<file path="config.mk">
export PLATFORM = sky130hd
export DESIGN_NAME = sync_fifo
export DESIGN_NICKNAME = d
export VERILOG_FILES = /design/src/rtl/sync_fifo_pkg.sv /design/src/rtl/sync_fifo_mem.sv /design/src/rtl/sync_fifo.sv
export SDC_FILE = /design/constraint.sdc
export NUM_CORES = 1
export LEC_CHECK = 0
export CAP_MARGIN = 40
export CELL_PAD_IN_SITES_DETAIL_PLACEMENT = 1
export CELL_PAD_IN_SITES_GLOBAL_PLACEMENT = 1
export CORE_ASPECT_RATIO = 1.2
export CORE_MARGIN = 5
export CORE_UTILIZATION = 53
export DETAILED_ROUTE_END_ITERATION = 6
export PLACE_DENSITY = 0.83
export SYNTH_ARGS = -nofsm -noshare
export SYNTH_HDL_FRONTEND = slang
export SYNTH_HIERARCHICAL = 1
export SYNTH_SLANG_ARGS = --single-unit
</file>
<file path="constraint.sdc">
create_clock -name clk -period 7.5 [get_ports clk]
set_clock_uncertainty 0.15 [all_clocks]
set_input_delay 1.5 -clock clk [delete_from_list [all_inputs] [get_ports clk]]
set_output_delay 1.5 -clock clk [all_outputs]
set_load 0.02 [all_outputs]
</file>
<file path="src/rtl/sync_fifo_pkg.sv">
// Shared types for the single-clock FIFO.
// The operation code is {read accepted, write accepted} and selects how the occupancy count moves.
package sync_fifo_pkg;

    typedef enum logic [1:0] {
        OP_IDLE  = 2'b00,
        OP_WRITE = 2'b01,
        OP_READ  = 2'b10,
        OP_BOTH  = 2'b11
    } fifo_op_e;

endpackage

</file>
<file path="src/rtl/sync_fifo_mem.sv">
// Register array for the FIFO: one write port and one registered read port.
// Only the read register is reset; the array itself keeps its contents.
module sync_fifo_mem #(
    parameter int DEPTH = 8,
    parameter int WIDTH = 8,
    parameter int AW    = 3
) (
    input  logic             clk_i,
    input  logic             rst_ni,
    input  logic             we_i,
    input  logic [AW-1:0]    waddr_i,
    input  logic [WIDTH-1:0] wdata_i,
    input  logic             re_i,
    input  logic [AW-1:0]    raddr_i,
    output logic [WIDTH-1:0] rdata_o
);

    logic [WIDTH-1:0] mem_q [DEPTH];
    logic [WIDTH-1:0] rdata_q;

    always_ff @(posedge clk_i) begin
        if (we_i) begin
            mem_q[waddr_i] <= wdata_i;
        end
    end

    // A read of the slot being written on the same edge returns the old word.
    always_ff @(posedge clk_i or negedge rst_ni) begin
        if (!rst_ni) begin
            rdata_q <= '0;
        end else if (re_i) begin
            rdata_q <= mem_q[raddr_i];
        end
    end

    assign rdata_o = rdata_q;

endmodule

</file>
<file path="src/rtl/sync_fifo.sv">
// Single-clock FIFO with registered read data, full/empty and
// programmable almost-full/almost-empty flags decoded from the count.
module sync_fifo
    import sync_fifo_pkg::*;
#(
    parameter int DEPTH = 8,
    parameter int LEVEL = 2,
    parameter int WIDTH = 8
) (
    input  logic             clk,
    input  logic             reset,
    input  logic             w_en,
    input  logic [WIDTH-1:0] write_data,
    input  logic             r_en,
    output logic [WIDTH-1:0] read_data,
    output logic             afull,
    output logic             full,
    output logic             aempty,
    output logic             empty
);

    localparam int AW = (DEPTH > 1) ? $clog2(DEPTH) : 1;
    localparam int CW = $clog2(DEPTH + 1);

    logic [AW-1:0] wr_ptr_q, wr_ptr_d;
    logic [AW-1:0] rd_ptr_q, rd_ptr_d;
    logic [CW-1:0] count_q, count_d;
    logic          wr_accept;
    logic          rd_accept;
    fifo_op_e      op;

    function automatic logic [AW-1:0] ptr_inc(input logic [AW-1:0] p);
        return (p == AW'(DEPTH - 1)) ? '0 : p + AW'(1);
    endfunction

    // A full FIFO still takes a write when the head leaves on the same edge.
    assign wr_accept = w_en && (!full || r_en);
    assign rd_accept = r_en && !empty;

    always_comb begin
        op       = fifo_op_e'({rd_accept, wr_accept});
        wr_ptr_d = wr_accept ? ptr_inc(wr_ptr_q) : wr_ptr_q;
        rd_ptr_d = rd_accept ? ptr_inc(rd_ptr_q) : rd_ptr_q;
        count_d  = count_q;
        case (op)
            OP_WRITE: count_d = count_q + CW'(1);
            OP_READ:  count_d = count_q - CW'(1);
            default:  count_d = count_q;
        endcase
    end

    always_ff @(posedge clk or negedge reset) begin
        if (!reset) begin
            wr_ptr_q <= '0;
            rd_ptr_q <= '0;
            count_q  <= '0;
        end else begin
            wr_ptr_q <= wr_ptr_d;
            rd_ptr_q <= rd_ptr_d;
            count_q  <= count_d;
        end
    end

    sync_fifo_mem #(
        .DEPTH (DEPTH),
        .WIDTH (WIDTH),
        .AW    (AW)
    ) u_mem (
        .clk_i   (clk),
        .rst_ni  (reset),
        .we_i    (wr_accept),
        .waddr_i (wr_ptr_q),
        .wdata_i (write_data),
        .re_i    (rd_accept),
        .raddr_i (rd_ptr_q),
        .rdata_o (read_data)
    );

    assign full   = (count_q == CW'(DEPTH));
    assign afull  = (count_q >= CW'(DEPTH - LEVEL));
    assign empty  = (count_q == '0);
    assign aempty = (count_q <= CW'(LEVEL));

endmodule

</file>
-- Word-level counts from Yosys, hierarchy flattened
Memories as Yosys holds them, arrays and structs flattened. A register that Yosys moved wholly into a read port is not among the register bits.
Cells that the tools add are included.
- memories kept: 1
- flip-flop bits (word level): 10
- word-level logic and storage cells: 28
- bits of input ports: 12
- bits in writable memories: 64
- output and inout bits: 12
- equality and inequality tests: 5
- reductions and logical operators: 8
- add/subtract/negate cells: 4
- muxes and demuxes: 5
- $lt $le $gt $ge: 2
- memory list (memory ; words ; width ; read ports ; clocked after memory_dff ; write ports ; line ; RTL):
    u_mem.mem_q ; 8 ; 8 ; 1 ; 1 ; 1 ; sync_fifo_mem.sv:18 ; logic [WIDTH-1:0] mem_q [DEPTH];
- operator list (operator ; number):
    case mux 4 bit (2 select lines) ; 1
    adder 3 x 1 -> 3 bit, second input constant ; 2
    == test 3 bit, second input constant ; 2
    two-way mux 3 bit ; 2
    adder 4 x 1 -> 4 bit, second input constant ; 1
    == test 4 bit, second input constant ; 1
    >= comparator 4 x 3 -> 1 bit, second input constant ; 1
    <= comparator 4 x 2 -> 1 bit, second input constant ; 1
    logical NOT 4 bit ; 1
    subtractor 4 x 1 -> 4 bit, second input constant ; 1
    logical NOT 1 bit ; 3
    == test 2 x 1 -> 1 bit, second input constant ; 1
    == test 2 bit, second input constant ; 1
    logical AND 1 bit ; 2
    two-way mux 1 bit ; 2
    nonzero test 2 bit ; 1
    logical OR 1 bit ; 1

-- Depth between registers and ports, before layout
Gate-level depths: netlist of run 1.
- depth after elaboration: 6
- depth in mapped cells: 8
- depth with buffers taken out: 7

-- Cells and area by module
The synthesis of run 1 kept the hierarchy.
- modules (own cells, without submodules) (module ; cells each ; times used ; seq. area each (µm²) ; area each (µm²)):
    sync_fifo_mem ; 169 ; 1 ; 2122.0 ; 2861.5
    sync_fifo ; 60 ; 1 ; 250.2 ; 705.7

-- Worst setup path after synthesis of run 1
Ideal clock, no wire load.
- path kind: input port to flip-flop
- start point: input port r_en
- end point: register count_q[3]
- arrival time: 3.073 ns
- path slack: 4.143 ns
- data required time: 7.216 ns
- stages on the path: 7
- buffers on the path: 0
- library setup time: 0.134 ns
- cells stage by stage: o41ai_4 > inv_1 > ha_1 > ha_1 > or4b_1 > o311ai_0 > o211ai_1
- elaborated cells on any way between the ends: 7
- those cells by class: 2 x eq/ne; 1 x mux; 4 x reduce/logical
- RTL lines (element ; line ; RTL):
    from (decl) ; sync_fifo.sv:14 ; input logic r_en,
    logical AND 1 bit (*) ; sync_fifo.sv:38 ; assign rd_accept = r_en && !empty;
    net rd_accept ; sync_fifo.sv:29 ; logic rd_accept;
    == test 2 bit or == test 2 x 1 -> 1 bit (tied branches) ; sync_fifo.sv:45 ; case (op)
    case mux 4 bit (2 select lines) or nonzero test 2 bit (tied branches) ; n/a ;
    to (signal assigned) ; sync_fifo.sv:60 ; count_q <= count_d;
    to (decl) ; sync_fifo.sv:27 ; logic [CW-1:0] count_q, count_d;
Mark *: on every way through the listed nets, which the timed path passes. The rest lies on a longest branch.
A chain may end at the register's enable or synchronous reset.

-- Worst setup path after layout of run 1
Ends and elaborated chain as after synthesis.

==> results of run 1 <==
## placed cells by master, fill, tap and decap left out, types with 8 or more instances in the layout
cell and count:
a41o_1 8, a211o_1 8, a22oi_1 8, dfrtp_1 17, clkdlybuf4s50_1 23, clkbuf_8 11, edfxtp_1 64, mux2i_1 25
nor2b_1 16, nand3_1 10, buf_4 8
## cells by family (layout without fill, tap and decap cells)
kind of cell | count (synthesis) | count (layout) | share of synthesized area, %
buffers and inverters | 18 | 56 | 3.16
adders and majority gates | 8 | 8 | 3.02
DFF | 82 | 82 | 66.5
and+or+nand+nor | 53 | 53 | 8.80
muxes | 30 | 30 | 8.91
AOI/OAI and AO/OA | 36 | 36 | 9.12
xor gates and xnor gates | 2 | 2 | 0.491
## state kept, by name (all words and copies together), names as in the netlist
| signal | flops |
|---|---|
| u_mem/mem_q | 64 |
| u_mem/rdata_o | 8 |
| count_q | 4 |
| rd_ptr_q | 3 |
| wr_ptr_q | 3 |
## how the worst max path moves through the flow
stage	end	startpoint
final	count_q[3]	r_en
after detailed placement	count_q[3]	r_en
after global routing	count_q[3]	r_en
after floorplan	count_q[3]	r_en
after global placement	count_q[3]	r_en
after CTS	count_q[3]	r_en
## where the power goes
| part | switching (mW) | internal, mW | total, mW |
|---|---|---|---|
| Sequential | 0.118 | 0.596 | 0.714 |
| Combinational | 0.298 | 0.270 | 0.568 |
| Clock | 0.160 | 0.207 | 0.367 |
| Total | 0.577 | 1.07 | 1.65 |
## cell usage after synthesis (2+ instances only)
master and count:
nor3_1 3, buf_4 2, nand2_1 4, buf_6 3, nand2b_1 5, nor2b_1 16, ha_1 7, a22oi_1 8
nor3b_1 3, a211o_1 8, buf_2 3, a21oi_1 2, dfrtp_1 18, nor2_1 7, edfxtp_1 64, a41o_1 8
nand3_1 10, mux2_4 3, mux2i_1 25, o21ai_0 2, inv_1 7
## final cells by class
class | count | area, sq um
sequential | 82 | 2370
fill | 604 | 2340
multi-input combinational | 129 | 1080
timing repair buffer | 33 | 325
clock buffer | 11 | 151
tap | 85 | 106
clock inverter | 5 | 85.1
inverter | 7 | 26.3
## through the flow
step / total power [mW] / hold slack (ns) / instance area, sq um / setup slack [ns]
finish: 1.65 / 0.419 / 4150 / 3.34
global route: 1.74 / 0.443 / 4150 / 3.23
CTS: 1.66 / 0.417 / 4140 / 3.38
detailed placement: 1.29 / 0.398 / 3910 / 2.99
global placement: 1.23 / 0.393 / 3830 / 3.19
floorplan: 1.09 / 0.330 / 3570 / 4.14
## critical path, stage by stage
cell and delay, ns:
clkdlybuf4s50_1 0.54, o41ai_4 0.14, inv_1 0.47, ha_1 0.43, ha_1 0.35, or4b_1 0.51
o311ai_0 0.14, o211ai_1 0.14
## per-layer routing
metal	vias up	share of wire (%)	GRT usage, %	wire length, um
li1	947	-	-	-
met4	0	2.4	10.1	195
met5	-	0	0	0
met2	52	53	33.6	4230
met3	17	3.7	4.84	298
met1	1072	41	25.1	3310
==> qor.yml, run 1 <==
clock_tree:
  clock_insertion_delay_worst_skew_ns: 0.35
  clkTransAtPathRegs_ns: 0.08
  cts_setup_buffers: 0
  cts.sinks: 82
  maximum_level_of_the_cts_h_tree: 3
  cts.hold.buffers_added: 0
  ctsRootBufferMaster: "clkbuf_8"
  tritoncts: "done"
  tritoncts_buffers: 9
  clock_tree.buffer_depth: 2
  cts.repair.resized: 0
layout:
  layout.cells.non_filler: 352
  nets: 282
  finish.utilization_pct: 64.0
  drive_gt1_share_pct: 13.5
  antenna-diode-count: 0
  areaGrowthSynthToFinish_pct: 16.3
drt:
  drtPass1Iterations: 4
  antenna_violating_nets_post_route: 0
  route.detailed.drc: 0
  post_drt_wl_per_cell_um: 22.8
  routed_via_density: 5.93
  dr_total_vias: 2088
  routed_wirelength_um: 8040
  drt-initial-drc-count: 164
critical_path:
  reg2reg_setup_slack_ns: 4.10
  path_max_fanout: 17
  worst_r2r_path_depth: 7
  r2r_start: "count_q[0]"
  crit_path_start_kind: "input pin"
  critical_path.reg2reg.endpoint: "count_q[3]"
  timing.setup.critical_path_class: "input pin to flip-flop"
  critPathRequiredTime_ns: 7.57
  worst_ep_arrival_time_ns: 4.22
  cp-end-kind: "flip-flop"
synth:
  synth_top_cells_by_area: "edfxtp_1 (54%), dfrtp_1 (13%), mux2i_1 (7.0%), nor2b_1 (2.8%), ha_1 (2.5%)"
  post_synth_num_cell_types: 42
  synth_area_per_cell_sq_um: 15.6
  synth_edf_count: 64
  ys_seq_elements: 82
  synth_warnings: 6
  synth_seq_area_share_pct: 66.5
  synth.top_cell.area_share_pct: 53.9
  async_flop_share_pct: 22.0
  cells_after_synth: 229
  synth.largest_area_cell: "edfxtp_1"
  synthesis.area_sq_um: 3570
  number_of_nets_in_the_synthesized_netlist: 249
  ys.flop_type: "edfxtp_1"
placement:
  place_inst: 335
  dp_hpwl_um: 5550
  place.port_buffers: 23
  gp_congestion: 0.719
sta:
  fin_crit_ns: 4.16
  max_freq_mhz: 241
  maxSlewHeadroom_pct: 39.9
  setup_viol_count_final: 0
  finalMaxSlewViolations: 0
  hold_viol_final: 0
  setup_repair_after_global_routing_missed_its_margin: "false"
  period_utilisation_layout_pct: 55.4
  tns_ns: 0
  tightestPinTransition_ns: 0.895
global_routing:
  grt_util_all_layers_pct: 20.4
  first_global_vias: 2278
  grt_pass1_wl_um: 12700
  overall_overflow_remaining_after_global_route: 0
  largest_net_degree_at_the_start_of_global_routing: 29
  number_of_antenna_violations_at_the_first_check_in_global_routing: 0
power_and_ir_drop:
  total_leakage_power_nw: 1.56
  power.density_nw_per_um2: 397
  irDropWorstVdd_mv: 0.223
die:
  die_w_um: 84.9
  total_i_o_pin_count: 24
  die_height_um: 99.9
  count_of_standard_cell_rows: 32
  effective_utilization_at_floorplan_pct: 55.0
  die-area_sq_um: 8480
  core_area_sq_um: 6490
worst_hold_path:
  endpoint_of_the_worst_hold_path: "wr_ptr_q[2]"
  hold_path_depth: 1
  timing.hold.worst.class: "flip-flop to flip-flop"
  hold_path_startpoint: "wr_ptr_q[2]"
run:
  max_cap_viol: 0
run_status:
  outcome: "finished, final reports clean"
Power figures use the tool's default switching activity.
==> run 2: changes to the inputs <==
--- a/config.mk
+++ b/config.mk
@@ -10,9 +10,9 @@
 export CELL_PAD_IN_SITES_GLOBAL_PLACEMENT = 1
 export CORE_ASPECT_RATIO = 1.2
 export CORE_MARGIN = 5
-export CORE_UTILIZATION = 53
+export CORE_UTILIZATION = 45
 export DETAILED_ROUTE_END_ITERATION = 6
-export PLACE_DENSITY = 0.83
+export PLACE_DENSITY = 0.75
 export SYNTH_ARGS = -nofsm -noshare
 export SYNTH_HDL_FRONTEND = slang
 export SYNTH_HIERARCHICAL = 1
==> constraint.sdc (replaced) <==
create_clock -name clk -period 3.3 [get_ports clk]
set_clock_uncertainty 0.15 [all_clocks]
set_input_delay 0.66 -clock clk [delete_from_list [all_inputs] [get_ports clk]]
set_output_delay 0.66 -clock clk [all_outputs]
set_load 0.02 [all_outputs]
==> run 2 against run 1 <==
Non-clock buffer count increased by 4; cell area about the same; global-route usage decreased by 3.8 points; clock power increased by 100%; count of clock-buffer cells in the layout decreased by 2; wire length decreased by 4.6%; critical path type is now flip-flop to flip-flop; critical endpoint unchanged.
==> qor.yml, run 2 (synthesis gave the netlist of run 1 again) <==
run_status:
  outcome: "finished, final reports clean"
clock_tree:
  ctsRootBufferMaster: "clkbuf_8"
  clkTransAtPathRegs_ns: 0.09  # about the same
  tritoncts: "done"
  maximum_level_of_the_cts_h_tree: 3  # unchanged
  cts_setup_buffers: 0  # unchanged
  cts.repair.resized: 0  # unchanged
  cts.sinks: 82  # unchanged
  clock_insertion_delay_worst_skew_ns: 0.34  # about the same
  clock_tree.buffer_depth: 2  # unchanged
  tritoncts_buffers: 9  # unchanged
  cts.hold.buffers_added: 0  # unchanged
global_routing:
  overall_overflow_remaining_after_global_route: 0  # unchanged
  largest_net_degree_at_the_start_of_global_routing: 27  # -6.9%
  number_of_antenna_violations_at_the_first_check_in_global_routing: 0  # unchanged
  first_global_vias: 2261  # -0.75%
  grt_pass1_wl_um: 12100  # -4.7%
  grt_util_all_layers_pct: 16.6  # -3.8 points
power_and_ir_drop:
  comb_power_share_pct: 36.9  # +2.5 points
  p_switching_mw: 1.32  # +130%
  power_frac_seq_pct: 42.8  # -0.5 points
  swShare_pct: 35.9  # +0.98 points
  power.density_nw_per_um2: 883  # +120%
  irDropWorstVdd_mv: 0.383  # +72%
  p_int_mw: 2.35  # +120%
  power.clock.fraction_pct: 20.3  # -2.0 points
  fin_total_pwr_mw: 3.67  # +120%
  total_leakage_power_nw: 1.57  # +0.22%
layout:
  seqCellArea_sq_um: 2370  # unchanged
  leading_cell_types_in_the_layout_fill_and_taps_excluded: "edfxtp_1 (64), mux2i_1 (25), clkdlybuf4s50_1 (23)"
  finish.utilization_pct: 53.9  # -10 points
  nets: 286  # +1.4%
  areaGrowthSynthToFinish_pct: 16.4  # about the same
  stdcell_area_sq_um: 4150  # about the same
  drive_gt1_share_pct: 14.8  # +1.3 points
  regMostFlops: "u_mem/mem_q"
  layout.filler_cells: 753  # +25%
  multi_input_comb_area_sq_um: 1080  # unchanged
  layout_commonest_cell: "edfxtp_1"
  antenna-diode-count: 0  # unchanged
  largest_reg_flops: 64  # unchanged
drt:
  antenna_violating_nets_post_route: 0  # unchanged
  post_drt_wl_per_cell_um: 21.1  # -7.5%
  routed_wirelength_um: 7670  # -4.6%
  drt-initial-drc-count: 108  # -34%
  drtPass1Iterations: 4  # unchanged
  dr_total_vias: 2061  # -1.3%
  route.detailed.drc: 0  # unchanged
  routed_via_density: 5.68  # -4.3%
critical_path:
  critical_path.reg2reg.endpoint: "count_q[3]"
  cp-end-kind: "flip-flop"
  timing.setup.critical_path_class: "flip-flop to flip-flop"
  worst_ep_arrival_time_ns: 2.91  # -1.31 ns
  setup_crit_end: "count_q[3]"
  crit_start: "count_q[0]"
  r2r_start: "count_q[0]"
  path_max_fanout: 8  # -9
  crit_path_start_kind: "flip-flop"
  worst_r2r_path_depth: 7  # unchanged
  critPathRequiredTime_ns: 3.37  # -4.20 ns
  reg2reg_setup_slack_ns: 0.46  # -3.64 ns
die:
  count_of_standard_cell_rows: 35  # +9.4%
  effective_utilization_at_floorplan_pct: 46.3  # -8.7 points
  core_area_sq_um: 7710  # +19%
  die_height_um: 108  # +7.7%
  die_w_um: 91.3  # +7.5%
  total_i_o_pin_count: 24  # unchanged
  die-area_sq_um: 9810  # +16%
sta:
  tns_ns: 0  # unchanged
  setup_viol_count_final: 0  # unchanged
  tightestPinTransition_ns: 0.899  # +0.00422 ns
  hold_viol_final: 0  # unchanged
  finalMaxSlewViolations: 0  # unchanged
  fin_crit_ns: 2.84
  setup_repair_after_global_routing_missed_its_margin: "false"
  period_utilisation_layout_pct: 86.0
  max_freq_mhz: 352
  maxSlewHeadroom_pct: 39.9  # +0.054 points
worst_hold_path:
  timing.hold.worst.class: "flip-flop to flip-flop"
placement:
  dp_hpwl_um: 4870  # -12%
  dpl_cell_area_sq_um: 3950  # +0.99%
  gp_congestion: 0.753  # +4.6%
  place.port_buffers: 23  # unchanged
run:
  max_cap_viol: 0  # unchanged
run 2: changes by cell type in the layout (fill, tap and decap cells not counted):
cell	previous run	this run
inv_8	0	1
buf_8	1	0
clkbuf_8	11	9
clkinv_4	1	2
bufinv_16	2	1
inv_6	1	2
buf_4	8	13
run 2: final cells by class:
cell class | count | share of cell area, %
clock buffer | 9 | 2.98
clock inverter | 7 | 2.02
inverter | 7 | 0.633
multi-input combinational | 129 | 26.1
sequential | 82 | 57.2
tap | 92 | 2.77
timing repair buffer | 37 | 8.38
run 2: worst min path at each step:
| stage | start | to | slack, ns | cells after the start |
|---|---|---|---|---|
| after floorplan | reset | count_q[0] | 0.21 | 0 |
| after global placement | wr_ptr_q[2] | wr_ptr_q[2] | 0.41 | 1 |
| after detailed placement | wr_ptr_q[2] | wr_ptr_q[2] | 0.42 | 1 |
| after CTS | wr_ptr_q[2] | wr_ptr_q[2] | 0.44 | 1 |
| after global routing | wr_ptr_q[2] | wr_ptr_q[2] | 0.45 | 1 |
| final | wr_ptr_q[2] | wr_ptr_q[2] | 0.44 | 1 |
run 2: stage by stage:
step           instances  setup WS (ns)  hold slack, ns
2_1_floorplan        229          0.577           0.214
3_3_place_gp         346          0.210           0.410
3_5_place_dp         347          0.152           0.418
4_1_cts              363          0.449           0.438
5_1_grt              363          0.322           0.452
6_report             363          0.461           0.437
run 2: per-layer routing:
layer / part of all wire (%) / track usage, %
met5: 0 / 0
met4: 1.8 / 5.77
met3: 2.5 / 3.64
met2: 52 / 28.9
met1: 44 / 20.3
run 2: worst max-delay path: stages (launching register included):
cell,delay (ns)
dfrtp_1,0.53
o41ai_4,0.55
inv_1,0.12
ha_1,0.26
ha_1,0.35
or4b_1,0.51
o311ai_0,0.12
o211ai_1,0.12
run 2: power by group through the flow:
stage               Sequential, mW  Combinational (mW)  Clock [mW]
floorplan                     1.56               0.915           0
global placement              1.64                1.22           0
detailed placement            1.59                1.37           0
CTS                           1.57                1.37       0.764
global route                  1.61                1.46       0.813
finish                        1.57                1.35       0.746
